File: config.mk
export PLATFORM = sky130hd
export DESIGN_NAME = serial_subtractor
export DESIGN_NICKNAME = d
export VERILOG_FILES = /design/src/rtl/serial_subtractor.sv
export SDC_FILE = /design/constraint.sdc
export NUM_CORES = 1
export LEC_CHECK = 0
export CAP_MARGIN = 20
export CORE_UTILIZATION = 45
export CTS_CLUSTER_SIZE = 10
export DETAILED_ROUTE_END_ITERATION = 10
export PLACE_DENSITY = 0.67
export RECOVER_POWER = 100
export SLEW_MARGIN = 25
export SYNTH_ARGS = -nofsm -noshare
export SYNTH_HDL_FRONTEND = slang
export SYNTH_SLANG_ARGS = --single-unit
File: constraint.sdc
create_clock -name clk -period 7.36 [get_ports clk]
set_clock_uncertainty 0.2 [all_clocks]
set_input_delay 2.208 -clock clk [delete_from_list [all_inputs] [get_ports clk]]
set_output_delay 2.208 -clock clk [all_outputs]
set_load 0.03 [all_outputs]
File: src/rtl/serial_subtractor.sv
// Bit-serial two's-complement subtractor: one full-subtractor cell, LSB first, WIDTH cycles per result.
// Optional add mode (op_add port) is enabled by defining SERIAL_SUB_ADD_MODE_EN.
module serial_subtractor #(
  parameter int WIDTH = 32
) (
  input  logic             clk,
  input  logic             rst,
  input  logic             start,
`ifdef SERIAL_SUB_ADD_MODE_EN
  input  logic             op_add,
`endif
  input  logic [WIDTH-1:0] in_a,
  input  logic [WIDTH-1:0] in_b,
  output logic             busy,
  output logic             done,
  output logic [WIDTH-1:0] diff,
  output logic             borrow,
  output logic             overflow,
  output logic             zero
);

  localparam int CNT_W = $clog2(WIDTH);
  localparam logic [CNT_W-1:0] LAST_BIT = CNT_W'(WIDTH - 1);

  typedef enum logic [1:0] {IDLE, RUN, DONE} state_t;

  state_t             state_q, state_d;
  logic [WIDTH-1:0]   sa_q, sa_d;
  logic [WIDTH-1:0]   sb_q, sb_d;
  logic [WIDTH-2:0]   res_q, res_d;
  logic               br_q, br_d;
  logic [CNT_W-1:0]   cnt_q, cnt_d;
  logic               a_msb_q, a_msb_d;
  logic               b_msb_q, b_msb_d;
  logic [WIDTH-1:0]   diff_q, diff_d;
  logic               borrow_q, borrow_d;
  logic               overflow_q, overflow_d;
  logic               zero_q, zero_d;
  logic               add_q;

  logic               x, y, d, br_next;
  logic [WIDTH-1:0]   res_full;

`ifdef SERIAL_SUB_ADD_MODE_EN
  logic add_d;
`else
  assign add_q = 1'b0;
`endif

  always_comb begin
    state_d    = state_q;
    sa_d       = sa_q;
    sb_d       = sb_q;
    res_d      = res_q;
    br_d       = br_q;
    cnt_d      = cnt_q;
    a_msb_d    = a_msb_q;
    b_msb_d    = b_msb_q;
    diff_d     = diff_q;
    borrow_d   = borrow_q;
    overflow_d = overflow_q;
    zero_d     = zero_q;
`ifdef SERIAL_SUB_ADD_MODE_EN
    add_d      = add_q;
`endif

    // Add mode runs the same cell on ~b with an initial borrow of 1: a + b = a - ~b - 1.
    x        = sa_q[0];
    y        = sb_q[0] ^ add_q;
    d        = x ^ y ^ br_q;
    br_next  = (~x & y) | (~(x ^ y) & br_q);
    res_full = {d, res_q};

    case (state_q)
      IDLE: begin
        if (start) begin
          state_d = RUN;
          sa_d    = in_a;
          sb_d    = in_b;
          cnt_d   = '0;
          a_msb_d = in_a[WIDTH-1];
          b_msb_d = in_b[WIDTH-1];
`ifdef SERIAL_SUB_ADD_MODE_EN
          add_d   = op_add;
          br_d    = op_add;
`else
          br_d    = 1'b0;
`endif
        end
      end
      RUN: begin
        sa_d  = sa_q >> 1;
        sb_d  = sb_q >> 1;
        br_d  = br_next;
        res_d = (WIDTH-1)'(res_full >> 1);
        cnt_d = cnt_q + CNT_W'(1);
        if (cnt_q == LAST_BIT) begin
          state_d    = DONE;
          diff_d     = res_full;
          // In add mode the final borrow is the complement of the carry-out.
          borrow_d   = br_next ^ add_q;
          overflow_d = add_q ? ((a_msb_q == b_msb_q) && (d != a_msb_q))
                             : ((a_msb_q != b_msb_q) && (d != a_msb_q));
          zero_d     = (res_full == '0);
        end
      end
      DONE: begin
        state_d = IDLE;
      end
      default: begin
        state_d = IDLE;
      end
    endcase
  end

  always_ff @(posedge clk or posedge rst) begin
    if (rst) begin
      state_q    <= IDLE;
      sa_q       <= '0;
      sb_q       <= '0;
      res_q      <= '0;
      br_q       <= 1'b0;
      cnt_q      <= '0;
      a_msb_q    <= 1'b0;
      b_msb_q    <= 1'b0;
      diff_q     <= '0;
      borrow_q   <= 1'b0;
      overflow_q <= 1'b0;
      zero_q     <= 1'b0;
`ifdef SERIAL_SUB_ADD_MODE_EN
      add_q      <= 1'b0;
`endif
    end else begin
      state_q    <= state_d;
      sa_q       <= sa_d;
      sb_q       <= sb_d;
      res_q      <= res_d;
      br_q       <= br_d;
      cnt_q      <= cnt_d;
      a_msb_q    <= a_msb_d;
      b_msb_q    <= b_msb_d;
      diff_q     <= diff_d;
      borrow_q   <= borrow_d;
      overflow_q <= overflow_d;
      zero_q     <= zero_d;
`ifdef SERIAL_SUB_ADD_MODE_EN
      add_q      <= add_d;
`endif
    end
  end

  assign busy     = (state_q == RUN);
  assign done     = (state_q == DONE);
  assign diff     = diff_q;
  assign borrow   = borrow_q;
  assign overflow = overflow_q;
  assign zero     = zero_q;

endmodule

# Yosys cells after proc, flatten, opt, wreduce, memory -nomap -nowiden

Index checks and enable logic that the tools add are counted.

Register bits after elaboration: 140
Input port bits: 67
Output and inout bits: 37

Equality and inequality tests: 7
Reduce and logical (&&, ||, !) cells: 8
Bitwise gates (word level): 7
Add/subtract/negate cells: 1
Muxes and demuxes: 11

Operators by type and width:

| kind                  | count |
|---|---|
| $pmux W32 S2          | 2 |
| $mux W32              | 2 |
| $logic_not A32 Y1     | 1 |
| $pmux W5 S2           | 1 |
| $reduce_and A2 Y1     | 4 |
| $add A5 B1 Y5 const B | 1 |
| $eq A5 B5 Y1 const B  | 1 |
| $mux W5               | 1 |
| $mux W2               | 2 |
| $pmux W2 S2           | 1 |
| $and A1 B1 Y1         | 2 |
| $eq A2 B1 Y1 const B  | 1 |
| $eq A2 B2 Y1 const B  | 1 |
| $logic_not A2 Y1      | 1 |
| $ne A1 B1 Y1          | 2 |
| $ne A2 B1 Y1 const B  | 1 |
| $ne A2 B2 Y1 const B  | 1 |
| $not A1 Y1            | 2 |
| $pmux W1 S2           | 1 |
| $reduce_bool A2 Y1    | 1 |
| $xor A1 B1 Y1         | 2 |
| $logic_and A1 B1 Y1   | 1 |
| $mux W1               | 1 |
| $or A1 B1 Y1          | 1 |

# Depth between registers and ports, before layout

Depth after elaboration: 5
Gate-level depth with buffers: 8

# Least setup slack after synthesis

No wires, ideal clock.

Path kind: register to output
Start point: reg state_q[1]
End point: out done
Arrival time: 1.375 ns
Setup slack: 3.577 ns
Stages on the path, launching flop included: 5
Cells stage by stage: dfrtp_1 buf_4 buf_2 clkbuf_1 nor2b_1

Word-level cells in the longest chain between the ends: 1

Ends and longest elaborated chain:

| what                   | RTL line | text |
|---|---|---|
| start, declared        | 27       | `state_t state_q, state_d;` |
| start signal, assigned | 134      | `state_q <= state_d;` |
| $eq A2 B2 Y1           | 153      | `assign done = (state_q == DONE);` |
| end, declared          | 15       | `output logic done,` |

Every way passes these cells.

# Worst setup path after layout

Start point: reg state_q[0]
End point: out done

Same word-level chain as after synthesis.

==> qor.yml <==
yosys:
  netlist_area_mm2: 0.00635
  synth_seq_cells: 140
  syn_avg_cell_area_um2: 10.2
  synthCells: 620
  ys_seq_area_share_pct: 55.2
  yosysUniqueCellTypes: 33
  ys.warnings.count: 0
  syn-num-nets: 690
final_layout:
  drive_gt1_share_pct: 10.4
  seq_area_mm2: 0.00351
  fillers: 1169
  multiInputGateArea_mm2: 0.00255
  area_delta_synth_final_pct: 25.5
  n_antenna_cell: 0
  nets: 770
  fin_area_mm2: 0.00796
floorplan:
  start_util_pct: 45.9
  std_cell_rows: 43
  die_h_um: 121
  boundaryPins: 104
  die_w_um: 121
  core_mm2: 0.0138
  die-area_mm2: 0.0146
hold_path:
  min_path_cells: 1
  hp-class: "register to register"
setup_path:
  cp_max_fo: 72
  reg2regPathDepth: 3
  worstSetupStartpointType: "register"
  critPathArrivalTime_ps: 3620
  worstPathRequired_ps: 4950
  end_kind: "output port"
  path_class: "register to output port"
routing:
  wire_per_inst_um: 15.4
  totalWireLength_um: 13800
  drc: 0
  ant_nets: 0
  viasPerCell: 5.43
  top_layer: "met4"
  met3WireLength_um: 545
  vias: 4851
  wl_met1_um: 6430
  drt_iter0_markers: 293
  met2_length_um: 6590
  drt-pass1-iter-count: 5
timing:
  holdWs_ps: 296
  min_period_over_period_pct: 81.9
  setup_viol_count_final: 0
  rsz0062_at_grt: "false"
  final_max_slew_viol_count: 255
  fmax_mhz: 166
  relSlewSlack_pct: -111
  final.setup.tns_ps: 0
  min_period_ps: 6030
  hold_viol: 0
  worstMarginPinSlew_ps: 3150
power:
  ir_drop_v: 0.000162
  pwr_density_cell_mw_per_mm2: 404
  p_seq_share_pct: 40.9
  p_comb_share_pct: 32.5
  swShare_pct: 35.5
  total_power_uw: 3220
  cellLeakagePower_uw: 0.00361
  power_switching_uw: 1140
  p_clk_share_pct: 26.5
  p_int_uw: 2070
clocking:
  clock-sinks: 140
  cts-root-buf: "clkbuf_16"
  holdBufCountCts: 0
  post_cts_buffers: 0
  cts_tree: "yes"
  clk_latency_ps: 420
  htreeDepth: 4
  cts-resized-gates: 0
  clk_pin_slew_ps: 60
  cts_made_buffers: 17
  cts_buffer_depth: 2
global_route:
  antenna_found_initial: 0
  grt_max_degree: 96
  grt.overflow.total: 0
  grt.total_usage_pct: 20.3
  grt_pass1_wl_um: 23200
  grt_pass1_vias: 4700
placed_design:
  routabilityCongestion: 0.742
  numPortBuffers: 103
  place_area_mm2: 0.00740
  dp_hpwl_um: 8300
status:
  violations: "capacitance limit, slew limit"
  status: "complete, but fails checks"
flow_run:
  cap_violations: 4
synthesized netlist by cell type:
cell       number  area (µm²)
a21oi_1        64         320
a22o_1          4        35.0
a22oi_1        61         458
a2bb2oi_1       1        8.76
and2b_1         1        7.51
and3_1          1        6.26
and3b_1         1        8.76
buf_1           1        3.75
buf_2          18        90.1
buf_4           5        37.5
buf_6           5        56.3
clkbuf_1       19        71.3
dfrtp_1       140        3500
fa_1            1        20.0
ha_1            2        25.0
inv_1           5        18.8
inv_4           1        6.26
mux2_1          1        11.3
mux2_2         35         394
mux2i_1         1        10.0
nand2_1       101         379
nand2b_1        1        6.26
nand3_1         1        5.00
nand3b_4        1        20.0
nand4_1         2        12.5
nor2_1          3        11.3
nor2b_1        65         407
nor3b_1         1        7.51
nor4_1          8        50.1
o21ai_0        50         250
o21ai_1        18        90.1
o21bai_1        1        7.51
o31ai_1         1        7.51
kinds of logic (layout without fill, tap and decap cells):
logic type / Yosys count / after routing / synth area share [%]
fa+ha+maj: 3 / 3 / 0.710
simple gates: 186 / 186 / 14.5
buf+inv: 54 / 147 / 4.48
compound gates: 200 / 200 / 18.6
mux: 37 / 37 / 6.55
flops: 140 / 140 / 55.2
metal layers:
layer	vias up	track usage, %
li1	2326	-
met1	2390	27.0
met2	118	32.0
met3	17	4.86
met4	0	7.79
met5	-	0
final cells by class:
cell class / instances / share of cell area (%)
inverter: 6 / 0.330
tap: 180 / 2.83
multi-input combinational: 426 / 32.1
timing repair buffer: 109 / 13.3
clock buffer: 20 / 5.61
sequential: 140 / 44.0
clock inverter: 12 / 1.84
final timing paths:
path	from	end	slack, ps
worst max-delay path	state_q[0]	done	1330
worst min-delay path	diff[19]	diff[19]	300
worst max register to register	state_q[0]	diff[23]	2050
worst min register to register	diff[19]	diff[19]	300
max in group asynchronous	rst	state_q[1]	2020
min in group asynchronous	rst	diff[30]	2970
stage by stage:
step                worst slack [ps]  cells  util (%)
floorplan                       1200    620         -
global placement                2640    861      53.5
detailed placement              2630    861      53.5
CTS                             2160    893      57.8
global route                    1030    893      57.6
finish                          1330    893      57.6
sequential cells by signal (all words and copies together) (netlist names):
name / count
state_q: 2
sa_q: 32
borrow: 1
sb_q: 32
diff: 32
cnt_q: 5
a_msb_q: 1
br_q: 1
zero: 1
b_msb_q: 1
overflow: 1
res_q: 31
power groups by stage:
stage / combinational [µW] / sequential (µW) / clock [µW]
after floorplan: 665 / 1400 / 0
after global placement: 1060 / 1310 / 0
after detailed placement: 1090 / 1330 / 0
after CTS: 1100 / 1320 / 870
after global routing: 1170 / 1360 / 903
final: 1050 / 1320 / 854
cell usage in the layout, fill, tap and decap left out, types with 2 or more instances in the layout:
cell	instances
a22oi_1	61
clkbuf_1	5
o21ai_1	3
clkbuf_16	17
bufinv_16	3
a21oi_1	64
buf_4	3
a22o_1	4
dlygate4sd3_1	38
nor2b_1	64
dfrtp_1	138
nor2_1	3
nand2_1	101
clkinv_2	5
ha_1	2
mux2_2	35
o21ai_0	65
clkinvlp_4	3
clkdlybuf4s50_1	64
inv_1	4
nand4_1	2
nor4_1	8
dfrtp_2	2
worst max-delay path, stage by stage (launching register included):
cell and delay (ps):
dfrtp_2 350, clkbuf_1 1930, nor2b_1 80, dlygate4sd3_1 800
No activity file was read; power rests on OpenSTA's default activity.
